$ cat config.mk
export PLATFORM = sky130hd
export DESIGN_NAME = sim_io_ctrl
export DESIGN_NICKNAME = d
export VERILOG_FILES = /design/src/rtl/sim_io_pkg.sv /design/src/rtl/sim_ready_gen.sv /design/src/rtl/sim_io_ctrl.sv
export SDC_FILE = /design/constraint.sdc
export NUM_CORES = 1
export LEC_CHECK = 0
export CAP_MARGIN = 20
export CORE_ASPECT_RATIO = 0.75
export CORE_UTILIZATION = 25
export CTS_CLUSTER_SIZE = 20
export DETAILED_ROUTE_END_ITERATION = 10
export DONT_BUFFER_PORTS = 1
export GPL_TIMING_DRIVEN = 0
export PLACE_DENSITY = 0.42
export SKIP_LAST_GASP = 1
export SYNTH_ARGS = -nofsm -noshare
export SYNTH_HDL_FRONTEND = slang
export SYNTH_SLANG_ARGS = --single-unit
$ cat constraint.sdc
create_clock -name clk -period 8.6 [get_ports clk]
set_input_delay 1.29 -clock clk [delete_from_list [all_inputs] [get_ports clk]]
set_output_delay 1.29 -clock clk [all_outputs]
set_load 0.05 [all_outputs]
$ cat src/rtl/sim_io_pkg.sv
// Shared constants for the sim_io_ctrl test peripheral: register offsets, CTRL bit
// positions, ready-generator modes and the LFSR used for random bus stalls.
package sim_io_pkg;

  localparam logic [3:0] OFS_TIMER_LO = 4'h8;
  localparam logic [3:0] OFS_TIMER_HI = 4'h9;
  localparam logic [3:0] OFS_CTRL     = 4'hA;
  localparam logic [3:0] OFS_STATUS   = 4'hB;
  localparam logic [3:0] OFS_STALL    = 4'hC;
  localparam logic [3:0] OFS_EXIT     = 4'hF;

  localparam int unsigned CTRL_TMR_EN     = 0;
  localparam int unsigned CTRL_TMR_NMI    = 1;
  localparam int unsigned CTRL_AUTORELOAD = 2;
  localparam int unsigned CTRL_RDY_LSB    = 4;

  typedef enum logic [1:0] {
    RDY_ALWAYS = 2'b00,
    RDY_ALT    = 2'b01,
    RDY_RAND   = 2'b10,
    RDY_STALL  = 2'b11
  } rdy_mode_e;

  // Galois form of x^16+x^14+x^13+x^11+1, shifting right.
  localparam logic [15:0] LFSR_TAPS = 16'hB400;

  function automatic logic [15:0] lfsr_step(input logic [15:0] s);
    lfsr_step = {1'b0, s[15:1]} ^ (s[0] ? LFSR_TAPS : 16'h0000);
  endfunction

endpackage

$ cat src/rtl/sim_ready_gen.sv
// Registered bus-ready generator: constant, alternating, LFSR-random with a low-run
// guard, or a programmable stall pattern.
module sim_ready_gen
  import sim_io_pkg::*;
#(
  parameter logic [15:0] LFSR_SEED = 16'hACE1
) (
  input  logic       clk_i,
  input  logic       reset_i,
  input  rdy_mode_e  mode_i,
  input  logic       restart_i,
  input  rdy_mode_e  new_mode_i,
  input  logic [7:0] stall_i,
  output logic       ready_o
);

  rdy_mode_e   mode_eff;
  logic [7:0]  stall_cnt_q, stall_cnt_d, stall_cnt_eff;
  logic [1:0]  low_cnt_q, low_cnt_d, low_cnt_eff;
  logic [15:0] lfsr_q, lfsr_d;
  logic        ready_q, ready_d;

  // A CTRL write applies the new mode immediately so its first value shows next cycle.
  always_comb begin
    mode_eff      = restart_i ? new_mode_i : mode_i;
    stall_cnt_eff = restart_i ? 8'd0 : stall_cnt_q;
    low_cnt_eff   = restart_i ? 2'd0 : low_cnt_q;
    lfsr_d        = lfsr_q;
    stall_cnt_d   = 8'd0;
    low_cnt_d     = 2'd0;
    ready_d       = 1'b1;
    unique case (mode_eff)
      RDY_ALWAYS: ready_d = 1'b1;
      RDY_ALT:    ready_d = restart_i ? 1'b1 : ~ready_q;
      RDY_RAND: begin
        lfsr_d    = lfsr_step(lfsr_q);
        ready_d   = lfsr_d[0] | (low_cnt_eff == 2'd3);
        low_cnt_d = ready_d ? 2'd0 : low_cnt_eff + 2'd1;
      end
      RDY_STALL: begin
        ready_d     = (stall_cnt_eff >= stall_i);
        stall_cnt_d = ready_d ? 8'd0 : stall_cnt_eff + 8'd1;
      end
    endcase
  end

  always_ff @(posedge clk_i) begin
    if (reset_i) begin
      stall_cnt_q <= 8'd0;
      low_cnt_q   <= 2'd0;
      lfsr_q      <= LFSR_SEED;
      ready_q     <= 1'b1;
    end else begin
      stall_cnt_q <= stall_cnt_d;
      low_cnt_q   <= low_cnt_d;
      lfsr_q      <= lfsr_d;
      ready_q     <= ready_d;
    end
  end

  assign ready_o = ready_q;

endmodule

$ cat src/rtl/sim_io_ctrl.sv
// Memory-mapped test I/O block: byte ports, interrupt timer, ready-stall generator and
// simulation exit register, decoded on the CPU next-cycle address bus.
module sim_io_ctrl
  import sim_io_pkg::*;
#(
  parameter logic [19:0] BASE_ADDR = 20'h0BFF0,
  parameter int unsigned NUM_PORTS = 4,
  parameter logic [15:0] LFSR_SEED = 16'hACE1
) (
  input  logic                   clk,
  input  logic                   reset,
  input  logic [19:0]            address_next,
  input  logic                   write_next,
  input  logic [7:0]             data_i,
  output logic                   cs,
  output logic [7:0]             data_o,
  output logic                   ready,
  output logic                   irq,
  output logic                   nmi,
  output logic [8*NUM_PORTS-1:0] ports_o,
  output logic                   done,
  output logic [7:0]             exit_code
);

  logic [7:0]  port_q [NUM_PORTS];
  logic [7:0]  timer_lo_q, stall_q, data_o_q, exit_code_q, rdata;
  logic [15:0] count_q, count_d, reload_q, reload_d;
  logic        running_q, running_d, tmr_flag_q, tmr_flag_d, timer_set;
  logic        tmr_en_q, tmr_nmi_q, autoreload_q, done_q;
  rdy_mode_e   rdy_mode_q;
  logic [3:0]  ofs;
  logic        we;

  assign cs  = (address_next[19:4] == BASE_ADDR[19:4]);
  assign ofs = address_next[3:0];
  assign we  = cs & write_next & ready;

  always_comb begin
    rdata = 8'h00;
    for (int unsigned i = 0; i < NUM_PORTS; i++) begin
      if (ofs == 4'(i)) rdata = port_q[i];
    end
    case (ofs)
      OFS_TIMER_LO: rdata = timer_lo_q;
      OFS_TIMER_HI: rdata = count_q[15:8];
      OFS_CTRL:     rdata = {2'b00, rdy_mode_q, 1'b0, autoreload_q, tmr_nmi_q, tmr_en_q};
      OFS_STATUS:   rdata = {6'b0, running_q, tmr_flag_q};
      OFS_STALL:    rdata = stall_q;
      OFS_EXIT:     rdata = exit_code_q;
      default:      ;
    endcase
  end

  // Count of 0 or 1 both expire on this edge, so a zero load flags one cycle later.
  always_comb begin
    count_d   = count_q;
    reload_d  = reload_q;
    running_d = running_q;
    timer_set = 1'b0;
    if (running_q) begin
      if (count_q <= 16'd1) begin
        timer_set = 1'b1;
        if (autoreload_q) begin
          count_d = reload_q;
        end else begin
          count_d   = 16'd0;
          running_d = 1'b0;
        end
      end else begin
        count_d = count_q - 16'd1;
      end
    end
    if (we && ofs == OFS_TIMER_HI) begin
      count_d   = {data_i, timer_lo_q};
      reload_d  = {data_i, timer_lo_q};
      running_d = 1'b1;
    end
    tmr_flag_d = tmr_flag_q;
    if (we && ofs == OFS_STATUS && data_i[0]) tmr_flag_d = 1'b0;
    if (timer_set) tmr_flag_d = 1'b1;
  end

  always_ff @(posedge clk) begin
    if (reset) begin
      for (int unsigned i = 0; i < NUM_PORTS; i++) port_q[i] <= 8'h00;
      timer_lo_q   <= 8'h00;
      count_q      <= 16'd0;
      reload_q     <= 16'd0;
      running_q    <= 1'b0;
      tmr_flag_q   <= 1'b0;
      tmr_en_q     <= 1'b0;
      tmr_nmi_q    <= 1'b0;
      autoreload_q <= 1'b0;
      rdy_mode_q   <= RDY_ALWAYS;
      stall_q      <= 8'h00;
      data_o_q     <= 8'h00;
      done_q       <= 1'b0;
      exit_code_q  <= 8'h00;
    end else begin
      count_q    <= count_d;
      reload_q   <= reload_d;
      running_q  <= running_d;
      tmr_flag_q <= tmr_flag_d;
      if (cs) data_o_q <= rdata;
      if (we) begin
        for (int unsigned i = 0; i < NUM_PORTS; i++) begin
          if (ofs == 4'(i)) port_q[i] <= data_i;
        end
        case (ofs)
          OFS_TIMER_LO: timer_lo_q <= data_i;
          OFS_CTRL: begin
            tmr_en_q     <= data_i[CTRL_TMR_EN];
            tmr_nmi_q    <= data_i[CTRL_TMR_NMI];
            autoreload_q <= data_i[CTRL_AUTORELOAD];
            rdy_mode_q   <= rdy_mode_e'(data_i[CTRL_RDY_LSB +: 2]);
          end
          OFS_STALL: stall_q <= data_i;
          OFS_EXIT: begin
            done_q      <= 1'b1;
            exit_code_q <= data_i;
          end
          default: ;
        endcase
      end
    end
  end

  sim_ready_gen #(
    .LFSR_SEED(LFSR_SEED)
  ) u_ready_gen (
    .clk_i      (clk),
    .reset_i    (reset),
    .mode_i     (rdy_mode_q),
    .restart_i  (we && ofs == OFS_CTRL),
    .new_mode_i (rdy_mode_e'(data_i[CTRL_RDY_LSB +: 2])),
    .stall_i    (stall_q),
    .ready_o    (ready)
  );

  for (genvar g = 0; g < NUM_PORTS; g++) begin : g_ports
    assign ports_o[8*g +: 8] = port_q[g];
  end

  assign irq       = port_q[0][0] | (tmr_flag_q & tmr_en_q & ~tmr_nmi_q);
  assign nmi       = port_q[0][1] | (tmr_flag_q & tmr_en_q & tmr_nmi_q);
  assign data_o    = data_o_q;
  assign done      = done_q;
  assign exit_code = exit_code_q;

endmodule

After elaboration in Yosys (flattened, before gate mapping)

Memory sizes are Yosys's and may differ from the RTL's.
Cells that the tools add are included.

Bits in registers: 99
RAM bits: 32
Input port bits: 31
Output and inout bits: 53
Word-level logic and storage cells: 113
Memories: 1

Memory list:

| memory | depth | bits a word | rd ports | clocked after Yosys merged registers in | wr ports | line              | RTL |
|---|---|---|---|---|---|---|---|
| port_q | 4     | 8           | 4        | 0                                       | 4        | sim_io_ctrl.sv:25 | `logic [7:0] port_q [NUM_PORTS];` |

$add $sub $neg: 3
Magnitude comparators: 2
Equal/unequal tests: 14
Mux-type cells: 45
Bitwise gates (word level): 17
Reductions and logical operators: 14

Operator list:

| kind                  | number |
|---|---|
| $mux 16               | 5 |
| $mux 8                | 9 |
| $pmux 8 s6            | 1 |
| $mux 1                | 27 |
| $eq 4x4->1 const B    | 6 |
| $eq 16x12->1 const B  | 1 |
| $le 16x1->1 const B   | 1 |
| $sub 16x1->16 const B | 1 |
| $xor 15x16->16        | 1 |
| $add 8x1->8 const B   | 1 |
| $eq 4x2->1 const B    | 2 |
| $ge 8x8->1            | 1 |
| $reduce_and 2->1      | 4 |
| $or 1x1->1            | 7 |
| $eq 2x2->1 const B    | 3 |
| $reduce_or 3->1       | 2 |
| $and 1x1->1           | 5 |
| $eq 4x1->1 const B    | 1 |
| $logic_and 1x1->1     | 4 |
| $logic_not 4->1       | 1 |
| $mux 2                | 2 |
| $not 1->1             | 4 |
| $pmux 1 s4            | 1 |
| $reduce_bool 2->1     | 2 |
| other kinds (3)       | 3 |

Longest topological paths before layout

Depth after elaboration: 8
Gate-level depth with buffers: 12
Depth with buffers taken out: 10

Hierarchy

From an unflattened synthesis, not the netlist that was laid out.

Cell total of the unflattened synthesis: 708
Area total of the unflattened synthesis: 6687.7 um2

Modules (own cells, without submodules):

| module        | instances | cells each | area an instance (um2) | sequential area each (um2) |
|---|---|---|---|---|
| sim_io_ctrl   | 1         | 561        | 5232.5                 | 2402.3 |
| sim_ready_gen | 1         | 147        | 1455.1                 | 540.5 |

Worst setup path after synthesis

Ideal clock, no wire load.

Kind: input -> output
Start: input address_next[17]
End: output cs
Data arrival time: 3.017 ns
Required time: 7.310 ns
Slack: 4.293 ns
Stages on the path: 3
Path buffers: 1
Cells stage by stage: or4b_4 nor4_1 clkbuf_1

Word-level cells in the longest chain between the ends: 1

Ends and longest elaborated chain:

| element            | line              | RTL |
|---|---|---|
| start: declaration | sim_io_ctrl.sv:12 | `input logic [19:0] address_next,` |
| $eq 16x12->1       | sim_io_ctrl.sv:34 | `assign cs = (address_next[19:4] == BASE_ADDR[19:4]);` |
| end: declaration   | sim_io_ctrl.sv:15 | `output logic cs,` |

Every way passes these cells.

Final worst setup path

Same ends and word-level chain as after synthesis.

==> metrics.txt <==
# TYPE chip_impl_metric gauge
chip_impl_info{name="run_status",value="complete, no violations"} 1
chip_impl_metric{name="remaining_drc_errors",unit=""} 0
chip_impl_metric{name="slew_headroom",unit="%"} 28.8
chip_impl_metric{name="cts_hold_buffers",unit=""} 0
chip_impl_info{name="post_synth_most_frequent_cells",value="sky130_fd_sc_hd__nand2_1, sky130_fd_sc_hd__dfxtp_1, sky130_fd_sc_hd__nor2_1, sky130_fd_sc_hd__a21oi_1, sky130_fd_sc_hd__clkbuf_1"} 1
chip_impl_metric{name="dp.final_hpwl",unit="µm"} 18900
chip_impl_metric{name="clk_latency",unit="ns"} 0.43
chip_impl_metric{name="synth.yosys.seq_area_share",unit="%"} 43.7
chip_impl_info{name="cts.root.buffer_cell",value="sky130_fd_sc_hd__clkbuf_16"} 1
chip_impl_metric{name="finalHoldViolations",unit=""} 0
chip_impl_metric{name="vias_per_cell",unit=""} 5.22
chip_impl_metric{name="gr-usage-all-layers",unit="%"} 19.2
chip_impl_metric{name="floorplan.die.width",unit="µm"} 191
chip_impl_metric{name="number_of_port_buffers",unit=""} 0
chip_impl_metric{name="antenna_violation_net_count_after_detailed_routing",unit=""} 0
chip_impl_metric{name="max-vdd-ir-drop",unit="µV"} 139
chip_impl_metric{name="crit_required",unit="ns"} 7.31
chip_impl_metric{name="grt_max_degree",unit=""} 17
chip_impl_metric{name="post_synth_instance_area",unit="µm²"} 6730
chip_impl_metric{name="grt_pass1_wl",unit="µm"} 38000
chip_impl_info{name="crit_path_start_kind",value="primary input"} 1
chip_impl_metric{name="core_region_area",unit="µm²"} 26200
chip_impl_metric{name="initial_core_util",unit="%"} 25.7
chip_impl_metric{name="clock_slew_seen_by_the_registers_of_the_worst_setup_and_hold_paths",unit="ns"} 0.06
chip_impl_metric{name="timing.final.setup_violations",unit=""} 0
chip_impl_metric{name="post_synth.cell_area_avg",unit="µm²"} 8.81
chip_impl_metric{name="nets",unit=""} 827
chip_impl_metric{name="vias_in_the_first_global_route",unit=""} 5584
chip_impl_metric{name="regArea",unit="µm²"} 2940
chip_impl_info{name="rsz_0062_raised_after_global_routing",value="false"} 1
chip_impl_metric{name="die_height",unit="µm"} 144
chip_impl_metric{name="detailedRoute.firstPassIterationCount",unit=""} 8
chip_impl_metric{name="number_of_max_cap_violations",unit=""} 0
chip_impl_metric{name="post-route-period-util",unit="%"} 52.4
chip_impl_metric{name="dr.first_iter.drc_count",unit=""} 627
chip_impl_metric{name="post-cts-setup-buffers",unit=""} 0
chip_impl_info{name="worstHoldPathType",value="reg -> reg"} 1
chip_impl_metric{name="finalCriticalPeriod",unit="ns"} 4.51
chip_impl_info{name="tritoncts",value="built"} 1
chip_impl_metric{name="cts-buffers-inserted",unit=""} 17
chip_impl_metric{name="fin_tns_setup",unit="ns"} 0
chip_impl_metric{name="clock_sinks",unit=""} 131
chip_impl_metric{name="worst_ep_arrival_time",unit="ns"} 3.22
chip_impl_metric{name="postSynthRegisterBits",unit=""} 131
chip_impl_metric{name="crit_path_max_fanout",unit=""} 10
chip_impl_metric{name="placementRows",unit=""} 51
chip_impl_metric{name="final_layout_size_suffix_gt1_share",unit="%"} 7.02
chip_impl_metric{name="synth-async-reset-ratio",unit="%"} 0
chip_impl_metric{name="die_area",unit="µm²"} 27600
chip_impl_metric{name="syn-instance-count",unit=""} 764
chip_impl_info{name="critPathKind",value="in -> out"} 1
chip_impl_info{name="largest_cells_by_area_after_synthesis",value="sky130_fd_sc_hd__dfxtp_1, sky130_fd_sc_hd__edfxtp_1, sky130_fd_sc_hd__nand2_1"} 1
chip_impl_metric{name="power_per_cell_area",unit="nW/µm²"} 183
chip_impl_metric{name="multi_input_comb_area",unit="µm²"} 3510
chip_impl_metric{name="synth_top_area_share",unit="%"} 29.5
chip_impl_metric{name="yosys_warnings",unit=""} 0
chip_impl_metric{name="timing_worst_slew_pin_value",unit="ns"} 1.07
chip_impl_info{name="worst_setup_path_end_kind",value="primary output"} 1
chip_impl_metric{name="antenna_cells",unit=""} 0
chip_impl_metric{name="postCtsResizedCells",unit=""} 0
chip_impl_metric{name="detailed_route_wire_length_per_cell",unit="µm"} 22.4
chip_impl_metric{name="gp_congestion",unit=""} 0.892
chip_impl_metric{name="achievable-frequency",unit="MHz"} 222
chip_impl_metric{name="synth-edff-count",unit=""} 32
chip_impl_info{name="leading_register_cell_type_out_of_synthesis",value="sky130_fd_sc_hd__dfxtp_1"} 1
chip_impl_metric{name="worst_clock_skew",unit="ns"} 0.0122
chip_impl_metric{name="maxSlewViolCount",unit=""} 0
chip_impl_metric{name="fillerInstances",unit=""} 2807
chip_impl_info{name="yosysMostFrequentCell",value="sky130_fd_sc_hd__nand2_1"} 1
chip_impl_metric{name="mappedNetlistNets",unit=""} 806
chip_impl_metric{name="flow.area_growth_from_synthesis",unit="%"} 14.9
chip_impl_metric{name="totalWireLength",unit="µm"} 25500
chip_impl_info{name="leading_area_contributor_after_synthesis",value="sky130_fd_sc_hd__dfxtp_1"} 1
chip_impl_metric{name="design_power_total",unit="W"} 0.00141
chip_impl_metric{name="io-pin-count",unit=""} 84
chip_impl_metric{name="clock_path_buffers",unit=""} 2
chip_impl_metric{name="antenna_violations_before_repair",unit=""} 0
chip_impl_metric{name="htree_levels",unit=""} 4
chip_impl_metric{name="dr_total_vias",unit=""} 5958
chip_impl_metric{name="post_synth_num_cell_types",unit=""} 70
chip_impl_metric{name="leakagePower",unit="nW"} 2.75
chip_impl_metric{name="globalRouteOverflowTotal",unit=""} 0
==> flip-flops by register name, indices dropped and copies added (netlist names) <==
name	count
done	1
autoreload_q	1
exit_code	8
stall_q	8
tmr_flag_q	1
rdy_mode_q	2
tmr_nmi_q	1
data_o	8
count_q	16
port_q	32
u_ready_gen.lfsr_q	16
reload_q	16
timer_lo_q	8
u_ready_gen.stall_cnt_q	8
tmr_en_q	1
u_ready_gen.ready_o	1
running_q	1
u_ready_gen.low_cnt_q	2
==> final cells by class <==
type                    count  area share, %
multi-input cells         562           45.4
flip-flops and latches    131           38.1
clock buffers              20           5.78
well taps                 344           5.57
plain buffers              53           2.74
clock inverters            12           1.38
inverters                  18          0.874
repair buffers              2          0.162
==> layer usage <==
layer  part of all wire [%]  GRT usage, %  wire length (µm)
met1                     51          29.1             12900
met4                   0.67          3.80               170
met5                      0             0                 0
met3                    9.4          5.44              2390
met2                     39          26.4             10100
==> worst max-delay path: stages <==
cell                       delay (ns)
sky130_fd_sc_hd__or4b_4          0.56
sky130_fd_sc_hd__nor4_1          0.50
sky130_fd_sc_hd__clkbuf_1        0.86
==> worst paths after layout <==
check,startpoint,end,slack (ns),cells past startpoint
setup reg to reg,u_ready_gen.ready_o,u_ready_gen.stall_cnt_q[3],5.00,11
hold / removal,u_ready_gen.lfsr_q[15],u_ready_gen.lfsr_q[14],0.46,2
setup / recovery,address_next[17],cs,4.09,3
hold reg to reg,u_ready_gen.lfsr_q[15],u_ready_gen.lfsr_q[14],0.46,2
==> power breakdown <==
part / total (W) / internal (W) / switching [W]
combinational: 0.0000637 / 0.0000146 / 0.0000491
sequential: 0.000651 / 0.000634 / 0.0000172
clock: 0.000697 / 0.000405 / 0.000292
total: 0.00141 / 0.00105 / 0.000359
==> kinds of logic (layout without fill, tap and decap cells) <==
family / Yosys count / count (layout) / share of synthesized area [%]
adder cells (fa/ha/maj): 11 / 11 / 2.05
flip-flops: 131 / 131 / 43.7
multiplexers: 47 / 47 / 7.68
XOR/XNOR: 12 / 12 / 1.56
AO/OA/AOI/OAI: 165 / 165 / 16.5
AND/OR/NAND/NOR: 327 / 327 / 24.3
buffers and inverters: 71 / 105 / 4.15
==> cell usage in the layout (no fill, tap or decap), types with 4 or more instances in the layout <==
cell type,instances
sky130_fd_sc_hd__xor2_1,9
sky130_fd_sc_hd__nand4_1,11
sky130_fd_sc_hd__inv_1,18
sky130_fd_sc_hd__o2111ai_1,4
sky130_fd_sc_hd__nand2_1,105
sky130_fd_sc_hd__buf_2,4
sky130_fd_sc_hd__dfxtp_1,99
sky130_fd_sc_hd__o31ai_1,5
sky130_fd_sc_hd__a211oi_1,11
sky130_fd_sc_hd__edfxtp_1,32
sky130_fd_sc_hd__a21oi_1,49
sky130_fd_sc_hd__nor3_1,21
sky130_fd_sc_hd__clkbuf_16,17
sky130_fd_sc_hd__o21a_1,5
sky130_fd_sc_hd__nor2b_1,9
sky130_fd_sc_hd__ha_1,11
sky130_fd_sc_hd__o211ai_1,7
sky130_fd_sc_hd__nand2b_1,5
sky130_fd_sc_hd__and3_1,6
sky130_fd_sc_hd__mux2_2,4
sky130_fd_sc_hd__or2_2,4
sky130_fd_sc_hd__a221oi_1,7
sky130_fd_sc_hd__a32oi_1,5
sky130_fd_sc_hd__mux2i_1,39
sky130_fd_sc_hd__nor2_1,63
sky130_fd_sc_hd__o22ai_1,7
sky130_fd_sc_hd__a21o_1,4
sky130_fd_sc_hd__nand3_1,30
sky130_fd_sc_hd__clkinv_2,5
sky130_fd_sc_hd__nor4_1,6
sky130_fd_sc_hd__a31oi_1,5
sky130_fd_sc_hd__and2_1,41
sky130_fd_sc_hd__o21ai_0,23
sky130_fd_sc_hd__clkbuf_1,48
==> stage by stage <==
stage | area, µm² | cells | worst slack, ns | hold WS [ns] | utilization, %
final | 7730 | 1142 | 4.09 | 0.456 | 29.6
after global routing | 7730 | 1142 | 4.02 | 0.469 | 29.6
after CTS | 7730 | 1141 | 3.80 | 0.455 | 29.5
after detailed placement | 7170 | 1109 | 3.80 | 0.446 | 27.4
after global placement | 7160 | 1108 | 3.68 | 0.444 | 27.4
after floorplan | 6730 | 764 | 4.29 | 0.432 | -
No activity file was read; power rests on OpenSTA's default activity.
